==> src/rtl/mux_rr_scheduler_pkg.sv <==
// Shared definitions for the four-lane round-robin output multiplexer:
// lane/class constants, FSM state encoding and the round-robin search helper.
package mux_pkg;

  localparam int unsigned NUM_LANES = 4;
  localparam int unsigned CLASS_W   = 2;

  typedef logic [CLASS_W-1:0] lane_t;

  typedef enum logic [1:0] {
    IDLE  = 2'd0,
    SERVE = 2'd1,
    STALL = 2'd2
  } sched_state_t;

  // First requesting lane at or after start, wrapping; returns start if none.
  // Scanned from the farthest offset down so the nearest requester wins.
  function automatic lane_t next_req(input logic [NUM_LANES-1:0] req,
                                     input lane_t start);
    lane_t idx;
    next_req = start;
    for (int unsigned i = NUM_LANES; i > 0; i--) begin
      idx = lane_t'(start + lane_t'(i - 1));
      if (req[idx]) next_req = idx;
    end
  endfunction

endpackage

==> src/rtl/mux_rr_scheduler_rr_pick4.sv <==
// Combinational four-way round-robin picker: first requester at or after
// rr_ptr, plus a flag saying whether anyone requests at all.
import mux_pkg::*;

module rr_pick4 (
  input  logic [3:0] req,
  input  logic [1:0] rr_ptr,
  output logic [1:0] grant,
  output logic       any
);

  always_comb begin
    grant = next_req(req, rr_ptr);
    any   = |req;
  end

endmodule

==> src/rtl/mux_rr_scheduler.sv <==
// Round-robin scheduler sharing one output path between four class lanes,
// with per-word class checking. Optional statistics: define MUX_RR_STATS_EN.
import mux_pkg::*;

module mux_rr_scheduler #(
  parameter int unsigned DATA_W    = 12,
  parameter int unsigned MAX_BURST = 4
) (
  input  logic              clk,
  input  logic              reset_L,
  input  logic [3:0]        fifo_empty,
  input  logic [DATA_W-1:0] fifo_data0,
  input  logic [DATA_W-1:0] fifo_data1,
  input  logic [DATA_W-1:0] fifo_data2,
  input  logic [DATA_W-1:0] fifo_data3,
  input  logic              out_almost_full,
  output logic [3:0]        fifo_pop,
  output logic [DATA_W-1:0] data_out,
  output logic              valid_out,
  output logic              class_err
`ifdef MUX_RR_STATS_EN
  ,
  output logic [7:0]        grant_cnt0,
  output logic [7:0]        grant_cnt1,
  output logic [7:0]        grant_cnt2,
  output logic [7:0]        grant_cnt3,
  output logic [7:0]        drop_cnt
`endif
);

  localparam logic [3:0] BURST_MAX = 4'(MAX_BURST);

  sched_state_t      state_q, state_d;
  lane_t             grant_q, grant_d;
  lane_t             rr_ptr_q, rr_ptr_d;
  logic [3:0]        burst_q, burst_d;

  logic [3:0]        req;
  logic              stall;
  logic              others;
  lane_t             after_grant;
  lane_t             arb_lane, rot_lane;
  logic              arb_any, rot_any;

  logic              pop_en;
  lane_t             pop_lane;
  logic [DATA_W-1:0] head [NUM_LANES];
  logic [DATA_W-1:0] pop_word;
  logic              word_ok;

  always_comb begin
    req         = ~fifo_empty;
    stall       = out_almost_full;
    after_grant = lane_t'(grant_q + 2'd1);
    others      = |(req & ~(4'b0001 << grant_q));
  end

  // Fresh arbitration starts from rr_ptr; rotation starts just past the owner.
  rr_pick4 u_pick_arb (
    .req    (req),
    .rr_ptr (rr_ptr_q),
    .grant  (arb_lane),
    .any    (arb_any)
  );

  rr_pick4 u_pick_rot (
    .req    (req),
    .rr_ptr (after_grant),
    .grant  (rot_lane),
    .any    (rot_any)
  );

  always_comb begin
    state_d  = state_q;
    grant_d  = grant_q;
    rr_ptr_d = rr_ptr_q;
    burst_d  = burst_q;
    pop_en   = 1'b0;
    pop_lane = grant_q;

    unique case (state_q)
      IDLE: begin
        if (arb_any && !stall) begin
          pop_en   = 1'b1;
          pop_lane = arb_lane;
          grant_d  = arb_lane;
          burst_d  = 4'd1;
          state_d  = SERVE;
        end
      end

      // A released stall whose owner still requests resumes exactly as SERVE,
      // so the burst count carried through the stall is honoured.
      SERVE, STALL: begin
        if (stall) begin
          state_d = STALL;
        end else if (state_q == STALL && !req[grant_q]) begin
          if (arb_any) begin
            pop_en   = 1'b1;
            pop_lane = arb_lane;
            grant_d  = arb_lane;
            burst_d  = 4'd1;
            state_d  = SERVE;
          end else begin
            state_d  = IDLE;
          end
        end else if (!rot_any) begin
          rr_ptr_d = after_grant;
          state_d  = IDLE;
        end else if (!req[grant_q] || (burst_q == BURST_MAX && others)) begin
          pop_en   = 1'b1;
          pop_lane = rot_lane;
          grant_d  = rot_lane;
          rr_ptr_d = after_grant;
          burst_d  = 4'd1;
          state_d  = SERVE;
        end else begin
          pop_en   = 1'b1;
          pop_lane = grant_q;
          if (burst_q != BURST_MAX) burst_d = burst_q + 4'd1;
          state_d  = SERVE;
        end
      end

      default: state_d = IDLE;
    endcase
  end

  always_comb begin
    head[0]  = fifo_data0;
    head[1]  = fifo_data1;
    head[2]  = fifo_data2;
    head[3]  = fifo_data3;
    pop_word = head[pop_lane];
    word_ok  = (pop_word != '0) && (pop_word[DATA_W-1 -: CLASS_W] == pop_lane);
    fifo_pop = (pop_en && reset_L) ? (4'b0001 << pop_lane) : '0;
  end

  always_ff @(posedge clk or negedge reset_L) begin
    if (!reset_L) begin
      state_q   <= IDLE;
      grant_q   <= '0;
      rr_ptr_q  <= '0;
      burst_q   <= '0;
      data_out  <= '0;
      valid_out <= 1'b0;
      class_err <= 1'b0;
    end else begin
      state_q   <= state_d;
      grant_q   <= grant_d;
      rr_ptr_q  <= rr_ptr_d;
      burst_q   <= burst_d;
      valid_out <= pop_en && word_ok;
      if (pop_en && word_ok)  data_out  <= pop_word;
      if (pop_en && !word_ok) class_err <= 1'b1;
    end
  end

`ifdef MUX_RR_STATS_EN
  logic [7:0] gcnt [NUM_LANES];

  always_ff @(posedge clk or negedge reset_L) begin
    if (!reset_L) begin
      for (int unsigned i = 0; i < NUM_LANES; i++) gcnt[i] <= '0;
      drop_cnt <= '0;
    end else if (pop_en) begin
      if (word_ok)              gcnt[pop_lane] <= gcnt[pop_lane] + 8'd1;
      else if (drop_cnt != '1)  drop_cnt       <= drop_cnt + 8'd1;
    end
  end

  always_comb begin
    grant_cnt0 = gcnt[0];
    grant_cnt1 = gcnt[1];
    grant_cnt2 = gcnt[2];
    grant_cnt3 = gcnt[3];
  end
`endif

endmodule

==> config.mk <==
export PLATFORM = sky130hd
export DESIGN_NAME = mux_rr_scheduler
export DESIGN_NICKNAME = d
export VERILOG_FILES = /design/src/rtl/mux_rr_scheduler_pkg.sv /design/src/rtl/mux_rr_scheduler_rr_pick4.sv /design/src/rtl/mux_rr_scheduler.sv
export SDC_FILE = /design/constraint.sdc
export NUM_CORES = 1
export LEC_CHECK = 0
export ABC_AREA = 1
export CAP_MARGIN = 25
export CORE_MARGIN = 4
export CORE_UTILIZATION = 40
export DETAILED_ROUTE_END_ITERATION = 12
export GPL_ROUTABILITY_DRIVEN = 0
export PLACE_DENSITY_LB_ADDON = 0.15
export SLEW_MARGIN = 40
export SYNTH_ARGS = -nofsm -noshare
export SYNTH_HDL_FRONTEND = slang
export SYNTH_SLANG_ARGS = --single-unit
==> constraint.sdc <==
create_clock -name clk -period 3.25 [get_ports clk]
set_input_delay 0.65 -clock clk [delete_from_list [all_inputs] [get_ports clk]]
set_output_delay 0.65 -clock clk [all_outputs]
set_load 0.01 [all_outputs]
==> Word-level counts from Yosys, hierarchy flattened <==
Cells that the tools add are included.
{ "classes": {"addsub": 8, "magnitude_cmp": 10, "n_eq_ne": 10, "shifts": 2, "n_mux": 55, "n_bitwise": 6, "reduce_logical": 19} }
{ "op_table": {"columns": ["operator", "n"], "rows": [
  ["$mux 2", 18],
  ["$mux 4", 8],
  ["$lt 2x3->1 const B", 9],
  ["$bmux 12 s2", 1],
  ["$mux 12", 2],
  ["$bmux 1 s2", 9],
  ["$mux 1", 13],
  ["$reduce_bool 12->1", 1],
  ["$add 2x2->2 const B", 4],
  ["$not 4->4", 2],
  ["$pmux 2 s2", 2],
  ["$pmux 4 s2", 1],
  ["$reduce_or 4->1", 2],
  ["$shl 1x2->4 const A", 2],
  ["$logic_and 1x1->1", 7],
  ["$add 2x1->2 const B", 3],
  ["$ne 2x2->1 const B", 3],
  ["$reduce_and 5->1", 1],
  ["$add 4x1->4 const B", 1],
  ["$and 4x4->4", 1],
  ["$eq 4x3->1 const B", 1],
  ["$ne 4x3->1 const B", 1],
  ["$ne 4x4->1 const B", 1],
  ["$reduce_and 4->1", 1],
  ["other kinds (13)", 16]
]} }
{ "totals": {"regBits": 24, "in_bits": 55, "out_inout_bits": 18, "word_cells": 117} }

==> Logic depth before layout (Yosys ltp) <==
{ "depth": {"ltp_word": 21, "ltp_mapped": 32, "mapped_depth_nobuf": 28} }

==> Hierarchy <==
Synthesis repeated with hierarchy kept, for this count alone.
{ "unflattened": {"cells_unflattened": 418, "area_unflattened_um2": 2496.1} }
{ "by_module_without_submodules": {"columns": ["mod", "n_inst", "cells_each", "area_each_um2", "seq_area_each_um2"], "rows": [
  ["mux_rr_scheduler", 1, 318, 2060.7, 600.6],
  ["rr_pick4", 2, 50, 217.7, 0.0]
]} }

==> Worst setup path before layout <==
Ideal clock, no wire load.
{ "synth_path": {"path_type": "flip-flop to output port", "from": "register grant_q[0]", "to": "output port fifo_pop[2]", "t_arrival_ns": 2.449, "t_required_ns": 2.600, "path_slack_ns": 0.151, "path_stages_with_launch": 22, "n_path_buf": 3, "path_cell_list": "dfrtp_1 buf_4 inv_4 buf_6 ha_1 inv_1 nand2_1 nand2_1 nand2_1 nand2_1 inv_1 o21ai_1 nand2_1 nand2_1 nor2_1 nand2_1 nand2_2 nand2_4 nand2_8 inv_4 buf_6 nor3_1"} }
{ "synth_between": {"elab_chain_cells": 15, "word_cells_on_any_way": 35, "classes_between": "add/sub: 4; shift: 2; mux: 22; bitwise: 2; reduce/logical: 5"} }
{ "synth_lines": {"columns": ["element", "line_no", "source"], "rows": [
  ["start: declaration", "mux_rr_scheduler.sv:34", "lane_t grant_q, grant_d;"],
  ["start signal: assignment", "mux_rr_scheduler.sv:150", "grant_q <= grant_d;"],
  ["$add 2x1->2 (*)", "mux_rr_scheduler.sv:54", "after_grant = lane_t'(grant_q + 2'd1);"],
  ["via after_grant[0]", "mux_rr_scheduler.sv:41", "lane_t after_grant;"],
  ["$add 2x2->2", "mux_rr_scheduler_pkg.sv:23", "idx = lane_t'(start + lane_t'(i - 1));"],
  ["$bmux 1 s2", "mux_rr_scheduler_pkg.sv:24", "if (req[idx]) next_req = idx;"],
  ["$mux 1 (not written as such)", "mux_rr_scheduler_pkg.sv:24", null],
  ["$mux 2 (3 in a row)", "mux_rr_scheduler_pkg.sv:24", null],
  ["$mux 2 (*)", "mux_rr_scheduler_pkg.sv:24", null],
  ["$mux 2 (*)", null, null],
  ["$mux 2 (*)", "mux_rr_scheduler.sv:107", "end else if (!rot_any) begin"],
  ["$mux 2 (*)", null, null],
  ["$mux 2 (*)", "mux_rr_scheduler.sv:95", "if (stall) begin"],
  ["$pmux 2 s2 (*)", "mux_rr_scheduler.sv:81", "unique case (state_q)"],
  ["via grant_d[0]", "mux_rr_scheduler.sv:34", null],
  ["$shl 1x2->4 (*)", "mux_rr_scheduler.sv:136", "fifo_pop = (pop_en && reset_L) ? (4'b0001 << pop_lane) : '0;"],
  ["$mux 4 (*)", "mux_rr_scheduler.sv:136", null],
  ["end: declaration", "mux_rr_scheduler.sv:17", "output logic [3:0] fifo_pop,"]
]} }
Mark *: on every way through the listed nets, which the timed path passes. The rest lies on a longest branch. The select of a mux whose other input is x is not followed.

==> Worst setup path in the final report <==
{ "layout_path": {"from": "input port fifo_empty[2]", "to": "output port fifo_pop[2]"} }
{ "layout_between": {"elab_chain_cells": 14, "word_cells_on_any_way": 49, "classes_between": "shift: 1; mux: 38; bitwise: 2; reduce/logical: 8"} }
{ "layout_lines": {"columns": ["element", "line_no", "source"], "rows": [
  ["start: declaration", "mux_rr_scheduler.sv:11", "input logic [3:0] fifo_empty,"],
  ["$not 4->4 (*)", "mux_rr_scheduler.sv:52", "req = ~fifo_empty;"],
  ["$bmux 1 s2", "mux_rr_scheduler_pkg.sv:24", null],
  ["$mux 1 (not written as such)", "mux_rr_scheduler_pkg.sv:24", null],
  ["$mux 2 (4 in a row)", "mux_rr_scheduler_pkg.sv:24", null],
  ["$mux 2", null, null],
  ["$mux 2", "mux_rr_scheduler.sv:107", null],
  ["$mux 2", null, null],
  ["$mux 2", "mux_rr_scheduler.sv:95", null],
  ["$pmux 2 s2", "mux_rr_scheduler.sv:81", null],
  ["$shl 1x2->4", "mux_rr_scheduler.sv:136", null],
  ["$mux 4 (*)", "mux_rr_scheduler.sv:136", null]
]} }
Mark *: on every way between the ends. The rest lies on a longest branch, timed or not. The select of a mux whose other input is x is not followed.

==> impl_metrics.yaml <==
outcome:
  status: "finished clean"
job:
  maxCapViolCount: 0
placed_design:
  hpwl_um: 5490
  place_inst: 599
  port_buffers: 72
die:
  num_io_pins: 73
  core_area_um2: 5960
  die_x_um: 86.7
  rows: 28
  start_util_pct: 41.6
  die_h_um: 86.7
  dieArea_um2: 7510
synthesis:
  synthMuxAreaShare_pct: 0
  synth_seq_cells: 24
  synthXorXnorAreaFrac_pct: 0
  syn_nets: 492
  yosysUniqueCellTypes: 32
  async_flop_share_pct: 100
  yosys_warnings: 0
  yosys.area_share.adder_pct: 4.55
  syn_area_um2: 2470
  ys_seq_area_share_pct: 24.3
  synth_compound_area_share_pct: 4.95
  syn_inst: 428
  synth_top_family_by_area: "simple AND/OR/NAND/NOR gates"
  synth_simple_gate_area_share_pct: 53.7
  synthFlopType: "dfrtp_1"
  syn_avg_cell_area_um2: 5.78
  synth_edf_count: 0
timing:
  setup_viol: 0
  rsz0062_at_grt: "yes"
  fin_skew_ns: 0.00196
  worstMarginPinSlew_ns: 0.507
  fmax_mhz: 328
  max-slew-margin-rel_pct: 65.9
  slew_viol_final: 0
  hold_violations: 0
  period_share_pct: 93.8
  setup_tns_ns: 0
  min_period_ns: 3.05
cts:
  root_buffer: "clkbuf_8"
  post-cts-setup-buffers: 0
  clk_pin_slew_ns: 0.08
  cts_sinks: 24
  cts_max_level: 1
  cts_buffer_depth: 2
  clk_latency_ns: 0.26
  cts_tree: "yes"
  numCtsBuffers: 3
  postCtsHoldBufs: 0
power:
  p_comb_share_pct: 85.5
  power_frac_clock_pct: 3.6
  swShare_pct: 52.0
  intPower_mw: 2.31
  power.switching_mw: 2.51
  p_per_area_nw_per_um2: 1320
  irDropWorstVdd_mv: 0.971
  pwr-share-seq_pct: 10.9
  leakage_nw: 1.99
setup_path:
  critical_path_required_ns: 2.60
  start_kind: "input port"
  path_cells: "dlygate4sd2_1 -> nand4_1 -> inv_1 -> or2_1 -> nor2_1 -> nand2_2 -> nor2_1 -> nand2_1 -> nand2_2 -> nand2_4 -> nand2_8 -> inv_4 -> nor3_2 -> buf_2"
  path_buf_inv: 4
  crit_path_top_delay_cell: "dlygate4sd2_1"
  crit_fanout: 7
  max_stage_delay_ns: 0.32
  end_kind: "output pin"
  critical_path_class: "input port to output pin"
  crit_arrival_ns: 2.40
  cp_top_family: "simple AND/OR/NAND/NOR gates"
routing:
  ant_nets: 0
  dr.pass1.iters: 4
  drc: 0
  drtIter0Drc: 88
  via_per_inst: 4.82
  drt-total-wl_um: 7080
  wl_per_cell_um: 11.7
  dr_total_vias: 2915
global_routing:
  grtUsageTotal_pct: 18.3
  grt_antenna_before_repair: 0
  grt_pass1_wl_um: 11400
  grt_overflow: 0
  grt_max_degree: 26
  grt_pass1_vias: 2684
layout:
  drive_above_1_share_pct: 17.7
  diodes: 0
  nets: 596
  area_delta_synth_final_pct: 47.1
  final_cells: 605
  final_core_util_pct: 61.1
min_path:
  hp-class: "register to register"
[Yosys cell counts (3+ instances only)]
cell	number	share of area, %
inv_1	33	5.0
inv_2	9	1.4
buf_6	7	3.2
buf_2	4	0.81
ha_1	9	4.6
nand2_1	217	33
dfrtp_1	24	24
nor2_1	24	3.6
nor3_1	4	0.81
nand4_1	15	3.8
a21oi_1	3	0.61
nand3_1	38	7.7
buf_4	4	1.2
o21ai_0	11	2.2
o21ai_1	3	0.61
nand2_2	4	1.0
[power by group through the flow]
| stage | Sequential, mW | Clock [mW] | Combinational, mW |
|---|---|---|---|
| after detailed placement | 0.524 | 0 | 3.66 |
| final | 0.523 | 0.174 | 4.12 |
| after global routing | 0.541 | 0.191 | 4.60 |
| after CTS | 0.518 | 0.181 | 3.69 |
| after floorplan | 0.532 | 0 | 2.45 |
| after global placement | 0.522 | 0 | 3.61 |
[routing by layer]
metal | vias up | part of all wire [%] | track usage (%)
met1 | 1283 | 42 | 21.5
met2 | 78 | 51 | 34.7
met3 | 9 | 5.6 | 3.61
met4 | 0 | 0.96 | 2.55
met5 | - | 0 | 0
li1 | 1545 | - | -
[final cells by class]
class,instances,area [um2]
flip-flops and latches,24,602
multi-input cells,344,1660
repair buffers,114,1060
clock buffers,3,41.3
fillers,604,2310
inverters,45,176
well taps,75,93.8
[worst paths after layout]
| path | startpoint | endpoint | slack (ns) | cells after the start |
|---|---|---|---|---|
| setup / recovery | fifo_empty[2] | fifo_pop[2] | 0.20 | 14 |
| hold / removal | class_err | class_err | 0.47 | 2 |
| setup reg to reg | grant_q[0] | data_out[2] | 0.28 | 28 |
| hold reg to reg | class_err | class_err | 0.47 | 2 |
| max in group asynchronous | reset_L | rr_ptr_q[0] | 2.15 | 2 |
| min in group asynchronous | reset_L | burst_q[1] | 0.85 | 2 |
[cells by family after synthesis]
kind of cell | Yosys count
adders and majority gates | 9
DFF | 24
and+or+nand+nor | 311
AOI/OAI and AO/OA | 22
buffers and inverters | 62
[flip-flops by register name (all words and copies together) (netlist names)]
register   cells
burst_q        4
class_err      1
data_out      12
grant_q        2
rr_ptr_q       2
state_q        2
valid_out      1
[worst reg2reg max path: cells and delay by family (launching register included)]
family	cells	cell delay, ns
adder cells (fa/ha/maj)	1	0.30
AO/OA/AOI/OAI	1	0.18
buffers and inverters	5	0.37
AND/OR/NAND/NOR	21	1.60
flip-flops	1	0.41
[stage by stage]
step | instance area [um2] | setup WS, ns | hold slack [ns] | power (mW)
2_1_floorplan | 2470 | 0.151 | 0.354 | 2.98
3_3_place_gp | 3460 | -0.422 | 0.453 | 4.13
3_5_place_dp | 3460 | -0.506 | 0.456 | 4.18
4_1_cts | 3510 | 0.0121 | 0.479 | 4.39
5_1_grt | 3640 | -0.0209 | 0.490 | 5.33
6_report | 3640 | 0.203 | 0.473 | 4.82
[what timing repair did]
action	in CTS	in global routing
gates cloned	0	3
gates resized for setup	17	41
setup endpoints to repair	18	18
pin swaps	1	8
[cells in the final DEF (no fill, tap or decap), types with 5 or more instances in the layout]
cell type	count
nand2_1	210
clkdlybuf4s50_1	64
nand3_1	35
buf_4	34
inv_1	31
dfrtp_1	23
nor2_1	20
nand4_1	15
o21ai_0	11
nand2_2	11
inv_2	10
ha_1	8
buf_6	5
(Power assumes the default switching activity.)
